===== src/rtl/pref_arb_pkg.sv =====
// pref_arb_pkg: shared FSM state and ownership-table entry types for prefetcher_ar_arbiter.
// Entry fields are sized for the widest legal configuration; users slice what they need.
package pref_arb_pkg;
   localparam int STAT_WIDTH = 32;
   localparam int ENT_ID_BITS = 32;
   localparam int ENT_OWNER_BITS = 3;
   localparam int ENT_CNT_BITS = 16;
   typedef enum logic [0:0] {ST_ARB_IDLE, ST_ARB_ISSUE} arb_state_t;
   typedef struct packed {
      logic valid;
      logic [ENT_ID_BITS-1:0] id;
      logic [ENT_OWNER_BITS-1:0] owner;
      logic [ENT_CNT_BITS-1:0] cnt;
   } own_entry_t;
endpackage


===== src/rtl/prefetcher_ar_arbiter_rr_picker.sv =====
// rr_picker: one-hot grant to the first requester at or after ptr, wrapping N-1 -> 0.
module rr_picker #(
   parameter int N = 4
) (
   input  logic [N-1:0]         req,
   input  logic [$clog2(N)-1:0] ptr,
   output logic [N-1:0]         grant,
   output logic                 valid
);
   logic [$clog2(N)-1:0] j;
   always_comb begin
      grant = '0;
      valid = 1'b0;
      j = '0;
      for (int k = 0; k < N; k++) begin
         j = $clog2(N)'((int'(ptr) + k) % N);
         if (!valid && req[j]) begin
            valid = 1'b1;
            grant[j] = 1'b1;
         end
      end
   end
endmodule


===== src/rtl/prefetcher_ar_arbiter.sv =====
// prefetcher_ar_arbiter: round-robin AR sharing between prefetcher ports with ID-ownership R steering.
// Defining PREF_ARB_STATS_EN adds per-port grant counters and a stall counter.
module prefetcher_ar_arbiter
   import pref_arb_pkg::*;
#(
   parameter int NUM_PORTS = 4,
   parameter int ADDR_BITS = 64,
   parameter int BURST_LEN_WIDTH = 8,
   parameter int TID_WIDTH = 8,
   parameter int OUTSTANDING_DEPTH = 4,
   parameter int CNT_WIDTH = 4
) (
   input  logic                                 clk,
   input  logic                                 resetN,
   input  logic [NUM_PORTS-1:0]                 p_ar_valid,
   output logic [NUM_PORTS-1:0]                 p_ar_ready,
   input  logic [NUM_PORTS*ADDR_BITS-1:0]       p_ar_addr,
   input  logic [NUM_PORTS*BURST_LEN_WIDTH-1:0] p_ar_len,
   input  logic [NUM_PORTS*TID_WIDTH-1:0]       p_ar_id,
   output logic [NUM_PORTS-1:0]                 p_r_valid,
   input  logic [NUM_PORTS-1:0]                 p_r_ready,
   output logic                                 m_ar_valid,
   input  logic                                 m_ar_ready,
   output logic [ADDR_BITS-1:0]                 m_ar_addr,
   output logic [BURST_LEN_WIDTH-1:0]           m_ar_len,
   output logic [TID_WIDTH-1:0]                 m_ar_id,
   input  logic                                 m_r_valid,
   output logic                                 m_r_ready,
   input  logic [TID_WIDTH-1:0]                 m_r_id,
   input  logic                                 m_r_last,
   output logic                                 err_unknown_id
`ifdef PREF_ARB_STATS_EN
   ,
   output logic [NUM_PORTS*STAT_WIDTH-1:0]      stat_grants,
   output logic [STAT_WIDTH-1:0]                stat_stalls
`endif
);
   localparam int PW = $clog2(NUM_PORTS);
   localparam int IW = (OUTSTANDING_DEPTH > 1) ? $clog2(OUTSTANDING_DEPTH) : 1;
   localparam logic [ENT_CNT_BITS-1:0] CNT_FULL = ENT_CNT_BITS'((1 << CNT_WIDTH) - 1);
   arb_state_t state, state_n;
   own_entry_t tab [OUTSTANDING_DEPTH];
   own_entry_t tab_n [OUTSTANDING_DEPTH];
   logic [PW-1:0] rr_ptr, win_idx;
   logic [ENT_OWNER_BITS-1:0] lat_port, r_owner;
   logic [NUM_PORTS-1:0] elig, grant, id_seen, id_mine;
   logic pick_valid, hs, issue_done, free_any, iss_hit, r_hit, r_done;
   logic [IW-1:0] free_idx, iss_idx, r_idx;
   rr_picker #(.N(NUM_PORTS)) u_pick (.req(elig), .ptr(rr_ptr), .grant(grant), .valid(pick_valid));
   always_comb begin
      free_any = 1'b0;
      free_idx = '0;
      iss_hit = 1'b0;
      iss_idx = '0;
      r_hit = 1'b0;
      r_idx = '0;
      r_owner = '0;
      for (int e = OUTSTANDING_DEPTH - 1; e >= 0; e--) begin
         if (!tab[e].valid) begin
            free_any = 1'b1;
            free_idx = IW'(e);
         end
         if (tab[e].valid && tab[e].id[TID_WIDTH-1:0] == m_ar_id) begin
            iss_hit = 1'b1;
            iss_idx = IW'(e);
         end
         if (tab[e].valid && tab[e].id[TID_WIDTH-1:0] == m_r_id) begin
            r_hit = 1'b1;
            r_idx = IW'(e);
            r_owner = tab[e].owner;
         end
      end
   end
   // a port whose ID is held by another port must wait to keep same-ID ordering
   always_comb begin
      id_seen = '0;
      id_mine = '0;
      elig = '0;
      for (int i = 0; i < NUM_PORTS; i++) begin
         for (int e = 0; e < OUTSTANDING_DEPTH; e++) begin
            if (tab[e].valid && tab[e].id[TID_WIDTH-1:0] == p_ar_id[i*TID_WIDTH +: TID_WIDTH]) begin
               id_seen[i] = 1'b1;
               id_mine[i] = tab[e].owner == ENT_OWNER_BITS'(i) && tab[e].cnt != CNT_FULL;
            end
         end
         elig[i] = p_ar_valid[i] && (id_seen[i] ? id_mine[i] : free_any);
      end
   end
   always_comb begin
      win_idx = '0;
      for (int i = 0; i < NUM_PORTS; i++) if (grant[i]) win_idx = PW'(i);
   end
   always_ff @(posedge clk or negedge resetN) begin
      if (!resetN) state <= ST_ARB_IDLE;
      else state <= state_n;
   end
   always_comb
      state_n = (state == ST_ARB_IDLE) ? (pick_valid ? ST_ARB_ISSUE : ST_ARB_IDLE)
                                       : (m_ar_ready ? ST_ARB_IDLE : ST_ARB_ISSUE);
   always_comb begin
      m_ar_valid = state == ST_ARB_ISSUE;
      p_ar_ready = (state == ST_ARB_IDLE) ? grant : '0;
      hs = state == ST_ARB_IDLE && pick_valid;
      issue_done = state == ST_ARB_ISSUE && m_ar_ready;
   end
   always_ff @(posedge clk or negedge resetN) begin
      if (!resetN) begin
         rr_ptr <= '0;
         lat_port <= '0;
         m_ar_addr <= '0;
         m_ar_len <= '0;
         m_ar_id <= '0;
      end else if (hs) begin
         rr_ptr <= (win_idx == PW'(NUM_PORTS - 1)) ? '0 : win_idx + 1'b1;
         lat_port <= ENT_OWNER_BITS'(win_idx);
         m_ar_addr <= p_ar_addr[int'(win_idx)*ADDR_BITS +: ADDR_BITS];
         m_ar_len <= p_ar_len[int'(win_idx)*BURST_LEN_WIDTH +: BURST_LEN_WIDTH];
         m_ar_id <= p_ar_id[int'(win_idx)*TID_WIDTH +: TID_WIDTH];
      end
   end
   always_comb begin
      p_r_valid = '0;
      m_r_ready = 1'b1;
      for (int i = 0; i < NUM_PORTS; i++) begin
         if (r_hit && r_owner == ENT_OWNER_BITS'(i)) begin
            p_r_valid[i] = m_r_valid;
            m_r_ready = p_r_ready[i];
         end
      end
      r_done = m_r_valid && m_r_ready && m_r_last && r_hit;
   end
   // an issue and a last beat landing on the same entry cancel out
   always_comb begin
      for (int e = 0; e < OUTSTANDING_DEPTH; e++) begin
         tab_n[e] = tab[e];
         if (issue_done && (iss_hit ? iss_idx == IW'(e) : free_any && free_idx == IW'(e))
             && !(r_done && r_idx == IW'(e))) begin
            tab_n[e].valid = 1'b1;
            tab_n[e].id = ENT_ID_BITS'(m_ar_id);
            tab_n[e].owner = lat_port;
            tab_n[e].cnt = iss_hit ? tab[e].cnt + 1'b1 : ENT_CNT_BITS'(1);
         end else if (r_done && r_idx == IW'(e) && !(issue_done && iss_hit && iss_idx == IW'(e))) begin
            tab_n[e].cnt = tab[e].cnt - 1'b1;
            tab_n[e].valid = tab[e].cnt != ENT_CNT_BITS'(1);
         end
      end
   end
   always_ff @(posedge clk or negedge resetN) begin
      if (!resetN) begin
         for (int e = 0; e < OUTSTANDING_DEPTH; e++) tab[e] <= '0;
         err_unknown_id <= 1'b0;
      end else begin
         tab <= tab_n;
         if (m_r_valid && !r_hit) err_unknown_id <= 1'b1;
      end
   end
`ifdef PREF_ARB_STATS_EN
   always_ff @(posedge clk or negedge resetN) begin
      if (!resetN) begin
         stat_grants <= '0;
         stat_stalls <= '0;
      end else begin
         for (int i = 0; i < NUM_PORTS; i++)
            if (issue_done && lat_port == ENT_OWNER_BITS'(i) && stat_grants[i*STAT_WIDTH +: STAT_WIDTH] != '1)
               stat_grants[i*STAT_WIDTH +: STAT_WIDTH] <= stat_grants[i*STAT_WIDTH +: STAT_WIDTH] + 1'b1;
         if (|p_ar_valid && !hs && stat_stalls != '1) stat_stalls <= stat_stalls + 1'b1;
      end
   end
`endif
endmodule

===== config.mk =====
export PLATFORM = sky130hd
export DESIGN_NAME = prefetcher_ar_arbiter
export DESIGN_NICKNAME = d
export VERILOG_FILES = /design/src/rtl/pref_arb_pkg.sv /design/src/rtl/prefetcher_ar_arbiter_rr_picker.sv /design/src/rtl/prefetcher_ar_arbiter.sv
export SDC_FILE = /design/constraint.sdc
export NUM_CORES = 1
export LEC_CHECK = 0
export BUFFER_PORTS_ARGS = -buffer_cell sky130_fd_sc_hd__buf_2
export CAP_MARGIN = 20
export CORE_MARGIN = 10
export CORE_UTILIZATION = 54
export DETAILED_ROUTE_END_ITERATION = 10
export PLACE_DENSITY = 0.82
export SYNTH_ARGS = -nofsm -noshare
export SYNTH_HDL_FRONTEND = slang
export SYNTH_SLANG_ARGS = --single-unit

===== constraint.sdc =====
create_clock -name clk -period 8.4 [get_ports clk]
set_input_delay 2.1 -clock clk [delete_from_list [all_inputs] [get_ports clk]]
set_output_delay 2.1 -clock clk [all_outputs]
set_load 0.01 [all_outputs]

# Word level (Yosys, flattened, before mapping)

Index checks and enable logic that the tools add are counted.

Register bits: 194
Latch bits: 0
Memory bits (writable): 0
Bits in read-only memories: 0
Bits of input ports: 341
Output and inout port bits: 91
Word-level logic and storage cells: 345
Memories: 0

Add/subtract/negate cells: 12
$mul: 0
Divide/modulo/power cells: 0
$lt $le $gt $ge: 8
Eq/ne operators: 57
Shift operators: 3
Muxes and demuxes: 128
Bitwise operators: 4
Reduce and logical (&&, ||, !) cells: 110

Operators with widths:

| cell                                                                                 | count |
|---|---|
| 256-bit by 9-bit variable part select with 64-bit output                             | 1 |
| 8-bit == test                                                                        | 24 |
| 16-bit 2-to-1 mux                                                                    | 12 |
| 1-bit logical AND                                                                    | 86 |
| 1-bit 2-to-1 mux                                                                     | 84 |
| 16-bit by 1-bit adder with 16-bit output (second input constant)                     | 4 |
| 16-bit by 1-bit != test with 1-bit output (second input constant)                    | 4 |
| 16-bit by 4-bit != test with 1-bit output (second input constant)                    | 4 |
| 32-bit by 6-bit variable part select with 8-bit output                               | 2 |
| 16-bit by 1-bit subtractor with 16-bit output (second input constant)                | 4 |
| 2-bit 2-to-1 mux                                                                     | 17 |
| 2-bit == test (second input constant)                                                | 15 |
| 4-bit 2-to-1 mux                                                                     | 5 |
| 3-bit zero test                                                                      | 5 |
| 2-bit by 1-bit == test with 1-bit output (second input constant)                     | 7 |
| 1-bit zero test                                                                      | 12 |
| 2-bit by 3-bit < comparator with 1-bit output (second input constant)                | 4 |
| 4-bit bitwise OR                                                                     | 3 |
| 1-bit binary-select mux with 2-bit select                                            | 4 |
| 1-bit demux with 2-bit select                                                        | 4 |
| 2-bit by 1-bit greater-or-equal comparator with 1-bit output (second input constant) | 4 |
| 2-bit nonzero test                                                                   | 4 |
| 3-bit by 2-bit == test with 1-bit output (second input constant)                     | 2 |
| 2-bit zero test                                                                      | 3 |
| 5 further kinds                                                                      | 8 |

# Longest topological paths before layout

Word-level depth: 25
Depth in mapped cells: 17
Mapped depth without buffers: 13

# Modules after synthesis

Synthesis repeated with hierarchy kept, for this count alone.

Cell total of the unflattened synthesis: 1,945
Area total of the unflattened synthesis: 15,342.2 um^2

Modules (own cells, without submodules):

| module                | times used | cells each | area an instance (um^2) | seq. area each (um^2) |
|---|---|---|---|---|
| prefetcher_ar_arbiter | 1          | 1,883      | 14,848.0                | 4,854.7 |
| rr_picker             | 1          | 62         | 494.2                   | 0.0 |

# Worst setup path before layout

No wires, ideal clock.

Path kind: input to output
Start point: input p_ar_id[28]
End point: output p_ar_ready[3]
Data arrival time: 5.431 ns
Data required time: 6.300 ns
Setup slack: 0.869 ns
Cell stages on the path: 16
Buffers on the path: 5
Path through: buf_2 > xor2_1 > nor4_2 > nand4_1 > mux2_1 > o21a_1 > or2_1 > buf_6 > mux4_2 > a2111o_1 > a41o_1 > buf_6 > and2_4 > buf_6 > buf_6 > nor2_1

Longest elaborated chain between the ends: 21
Elaborated cells on any way between the ends: 43
Classes of those cells: 4 x eq/ne; 25 x mux; 3 x bitwise; 11 x reduce/logical

RTL lines:

| element                                   | RTL line                              | source |
|---|---|---|
| from (decl)                               | prefetcher_ar_arbiter.sv:19           | `input logic [NUM_PORTS*TID_WIDTH-1:0] p_ar_id,` |
| 8-bit == test                             | prefetcher_ar_arbiter.sv:81           | `if (tab[e].valid && tab[e].id[TID_WIDTH-1:0] == p_ar_id[i*TID_WIDTH +: TID_WIDTH]) begin` |
| 1-bit logical AND                         | prefetcher_ar_arbiter.sv:81           |  |
| 1-bit 2-to-1 mux (4 in series)            | prefetcher_ar_arbiter.sv:81           |  |
| 1-bit 2-to-1 mux (*)                      | prefetcher_ar_arbiter.sv:86           | `elig[i] = p_ar_valid[i] && (id_seen[i] ? id_mine[i] : free_any);` |
| 1-bit logical AND (*)                     | prefetcher_ar_arbiter.sv:86           |  |
| 1-bit binary-select mux with 2-bit select | prefetcher_ar_arbiter_rr_picker.sv:17 | `if (!valid && req[j]) begin` |
| 1-bit 2-to-1 mux (implied by the code)    | prefetcher_ar_arbiter_rr_picker.sv:17 |  |
| 1-bit 2-to-1 mux                          | prefetcher_ar_arbiter_rr_picker.sv:17 |  |
| [2 not listed]                            | n/a                                   |  |
| 1-bit 2-to-1 mux                          | prefetcher_ar_arbiter_rr_picker.sv:17 |  |
| 1-bit zero test                           | prefetcher_ar_arbiter_rr_picker.sv:17 |  |
| 1-bit logical AND                         | prefetcher_ar_arbiter_rr_picker.sv:17 |  |
| 1-bit 2-to-1 mux                          | prefetcher_ar_arbiter_rr_picker.sv:17 |  |
| 1-bit zero test                           | prefetcher_ar_arbiter_rr_picker.sv:17 |  |
| 1-bit logical AND                         | prefetcher_ar_arbiter_rr_picker.sv:17 |  |
| 4-bit 2-to-1 mux (*)                      | prefetcher_ar_arbiter_rr_picker.sv:17 |  |
| 4-bit 2-to-1 mux (*)                      | prefetcher_ar_arbiter.sv:102          | `p_ar_ready = (state == ST_ARB_IDLE) ? grant : '0;` |
| to (decl)                                 | prefetcher_ar_arbiter.sv:16           | `output logic [NUM_PORTS-1:0] p_ar_ready,` |

Every way passes the cells marked *; elsewhere a longest branch is shown, timed or not. The select of a mux whose other input is x is not followed.

# Worst setup path after layout

Start point: input p_ar_id[11]
End point: output p_ar_ready[2]

Same word-level chain as after synthesis.

==> results by group <==
CTS
  – Hold_buf cts: 0
  – Clock tree from TritonCTS: built
  – Post-CTS Setup Bufs: 0
  – Clock transition at the registers of the reported paths: 0.07 ns
  – H-Tree Level Count: 4
  – Root Driver: clkbuf_16
  – Worst-Skew Late Latency: 0.46 ns
  – Maximum root-to-sink buffer count: 2
  – # clock sinks: 194
  – Post-cts resize count: 0
  – Inserted Clock Buffers: 17

Floorplan
  – FP Rows: 62
  – Initial Util: 54.8%
  – Die Wd: 191 microns
  – Die area: 36,400 sq um
  – CORE AREA: 28,800 sq um
  – Die Height: 191 microns
  – I/O pin count: 432

STA
  – Final WS setup: 0.657 ns
  – Tcrit/Tclk final: 92.2%
  – Fmax achieved: 129 MHz
  – Final setup viols: 0
  – Pins Over Slew Limit: 0
  – Actual slew at the worst max-slew pin: 1.09 ns
  – Fin crit period: 7.74 ns
  – Clk_skew: 0.0198 ns
  – Setup tns final: 0 ns
  – Final hold slack: 0.461 ns
  – RSZ-0062 raised after global routing: false
  – Hold Vio Cnt, Final: 0
  – Relative slew slack: 27.4%

Finish
  – Design area: 18,300 sq um
  – Fillers: 2,554
  – Area growth from synthesis to layout: 16.4%
  – # nets final: 2,657
  – Final Non-Filler Cells: 2,714
  – Final core occ: 63.7%
  – Share of cells above drive strength 1: 24.3%

Route
  – Routed vias/inst: 6.45
  – Drc violations: 0
  – Wire length per cell: 24.2 microns
  – Vias: 17,500
  – Initial drt markers: 1,836
  – Detailed Routing Iterations Pass 1: 8
  – Final WL: 65,600 microns
  – Routed Antenna Nets: 0

Setup path
  – WP depth: 13
  – Critical Path AT: 5.64 ns
  – Crit path max fanout: 5
  – Cells on worst reg2reg path: 13
  – CP required: 6.30 ns
  – Buf/Inv on CP: 2
  – CP most frequent cell: buf_2
  – Reg2Reg Setup Slack: 3.04 ns
  – Critical path class: in -> out
  – Largest stage delay on the critical path: 0.57 ns
  – Crit end category: output port
  – Critical-path cell list: buf_2, xor2_1, nor4_1, nand4_1, mux2_4, a221oi_2, nand2_1, mux4_2, a2111o_1, a41oi_1, or2_2, and2_1, buf_2
  – Slowest-stage cell, CP: mux4_2
  – CP top delay family: compound AO/OA/AOI/OAI gates
  – Worst Setup Start Kind: input pin

Global route
  – First-pass GRT wire length: 98,300 microns
  – Initial antenna violation count: 21
  – Grt total ovfl: 0
  – GRT Total Usage: 34.3%
  – Largest net degree at the start of global routing: 83
  – Number of global-route vias before repair: 17,000

Logic synthesis
  – Register area share after synthesis: 30.8%
  – Syn nets: 2,389
  – Yosys warning total: 0
  – Cell area after synthesis: 15,800 sq um
  – Synth cell types: 91
  – #FFs+latches synth: 194
  – Asr flop ratio synth: 100%
  – Avg Synthesized Cell Area: 7.77 sq um
  – Post-synth EDFFs: 0
  – Commonest cells post-synth: 212 x nand3_1, 194 x dfrtp_1, 169 x xnor2_1
  – Area leader, netlist: dfrtp_1
  – Synth Instances: 2,028
  – Top cells by area, synth: dfrtp_1 31%, xnor2_1 9.4%, nand3_1 6.7%
  – Count leader, synth: nand3_1
  – Yosys top cell area share: 30.8%
  – Top FF cell, synth: dfrtp_1

Hold path
  – Min-Delay Path Class: reg -> reg
  – Hold depth: 1

Place
  – Placed Cells: 2,659
  – DP Area: 17,700 sq um
  – Worst slack, placed: 0.709 ns
  – Port-buffer cells: 431
  – GP Congestion: 1.05
  – DP HPWL: 47,900 microns

Pwr
  – Clock share of power: 9.7%
  – VDD IR max: 601 uV
  – Total power: 8.40 mW
  – Net Sw Power: 4.64 mW
  – Pleak: 8.05 nW
  – Switching Share: 55.3%
  – Cell Pwr Density: 458 nW/um^2
  – Seq pwr share: 24.0%
  – Internal Power: 3.76 mW
  – Combinational Power Share: 66.4%

Flow run
  – Max-capacitance violation count: 0

Run status
  – Status: completed
final cells by class:
cell class                 instances  area [sq um]  area share [%]
antenna                           21          52.6           0.286
clock buffer                      18           429            2.34
clock inverter                    14           120           0.655
inverter                          28           105           0.573
multi-input combinational       1597          9900            54.0
sequential                       194          4850            26.5
tap                              384           480            2.62
timing repair buffer             458          2400            13.1
power by group through the flow:
stage                     combinational (mW)  clock [mW]  sequential (mW)
after floorplan                         4.33           0             1.57
after global placement                  5.34           0             1.97
after detailed placement                5.44           0             1.97
after CTS                               5.45       0.816             1.96
after global routing                    6.02       0.854             2.02
final                                   5.58       0.812             2.01
layout by cell type, fill, tap and decap left out, types with 23 or more instances in the layout:
cell / n
and3_1: 32
nor3_1: 49
buf_2: 431
buf_4: 23
xor2_1: 33
nand4_1: 31
nor4_1: 24
nand2_1: 163
nor2_1: 166
nand3_1: 212
dfrtp_1: 194
a21oi_1: 144
inv_1: 26
o21ai_0: 111
xnor2_1: 169
mux2_2: 24
a31oi_1: 84
a21o_1: 78
worst paths after layout:
check | startpoint | to
hold reg to reg | err_unknown_id | err_unknown_id
hold / removal | err_unknown_id | err_unknown_id
setup / recovery | p_ar_id[11] | p_ar_ready[2]
min in group asynchronous | resetN | tab[158]
setup reg to reg | tab[108] | m_ar_id[7]
max in group asynchronous | resetN | m_ar_valid
cell families (layout without fill, tap and decap cells):
kind of cell             count (synthesis)  in the layout  synth area share [%]
XOR/XNOR                               202            202                  11.2
multiplexers                            34             34                  2.56
AO/OA/AOI/OAI                          568            568                  22.8
adder cells (fa/ha/maj)                 20             20                  1.59
AND/OR/NAND/NOR                        773            773                  24.2
flip-flops                             194            194                  30.8
buffers and inverters                  237            518                  6.80
other                                    0             21                     0
registers in the layout, indices dropped and copies added, names as in the netlist:
signal	cells
tab	108
lat_port	2
m_ar_len	8
m_ar_valid	1
rr_ptr	2
m_ar_id	8
err_unknown_id	1
m_ar_addr	64
routing by layer:
| metal | part of all wire (%) | wire length, microns | track usage [%] | vias to the layer above |
|---|---|---|---|---|
| met3 | 12 | 7790 | 10.8 | 227 |
| met1 | 36 | 23600 | 40.8 | 8279 |
| met5 | 0.018 | 12 | 0 | - |
| li1 | - | - | - | 7806 |
| met2 | 47 | 30700 | 54.1 | 1192 |
| met4 | 5.4 | 3520 | 19.4 | 2 |
Power figures use the tool's default switching activity.
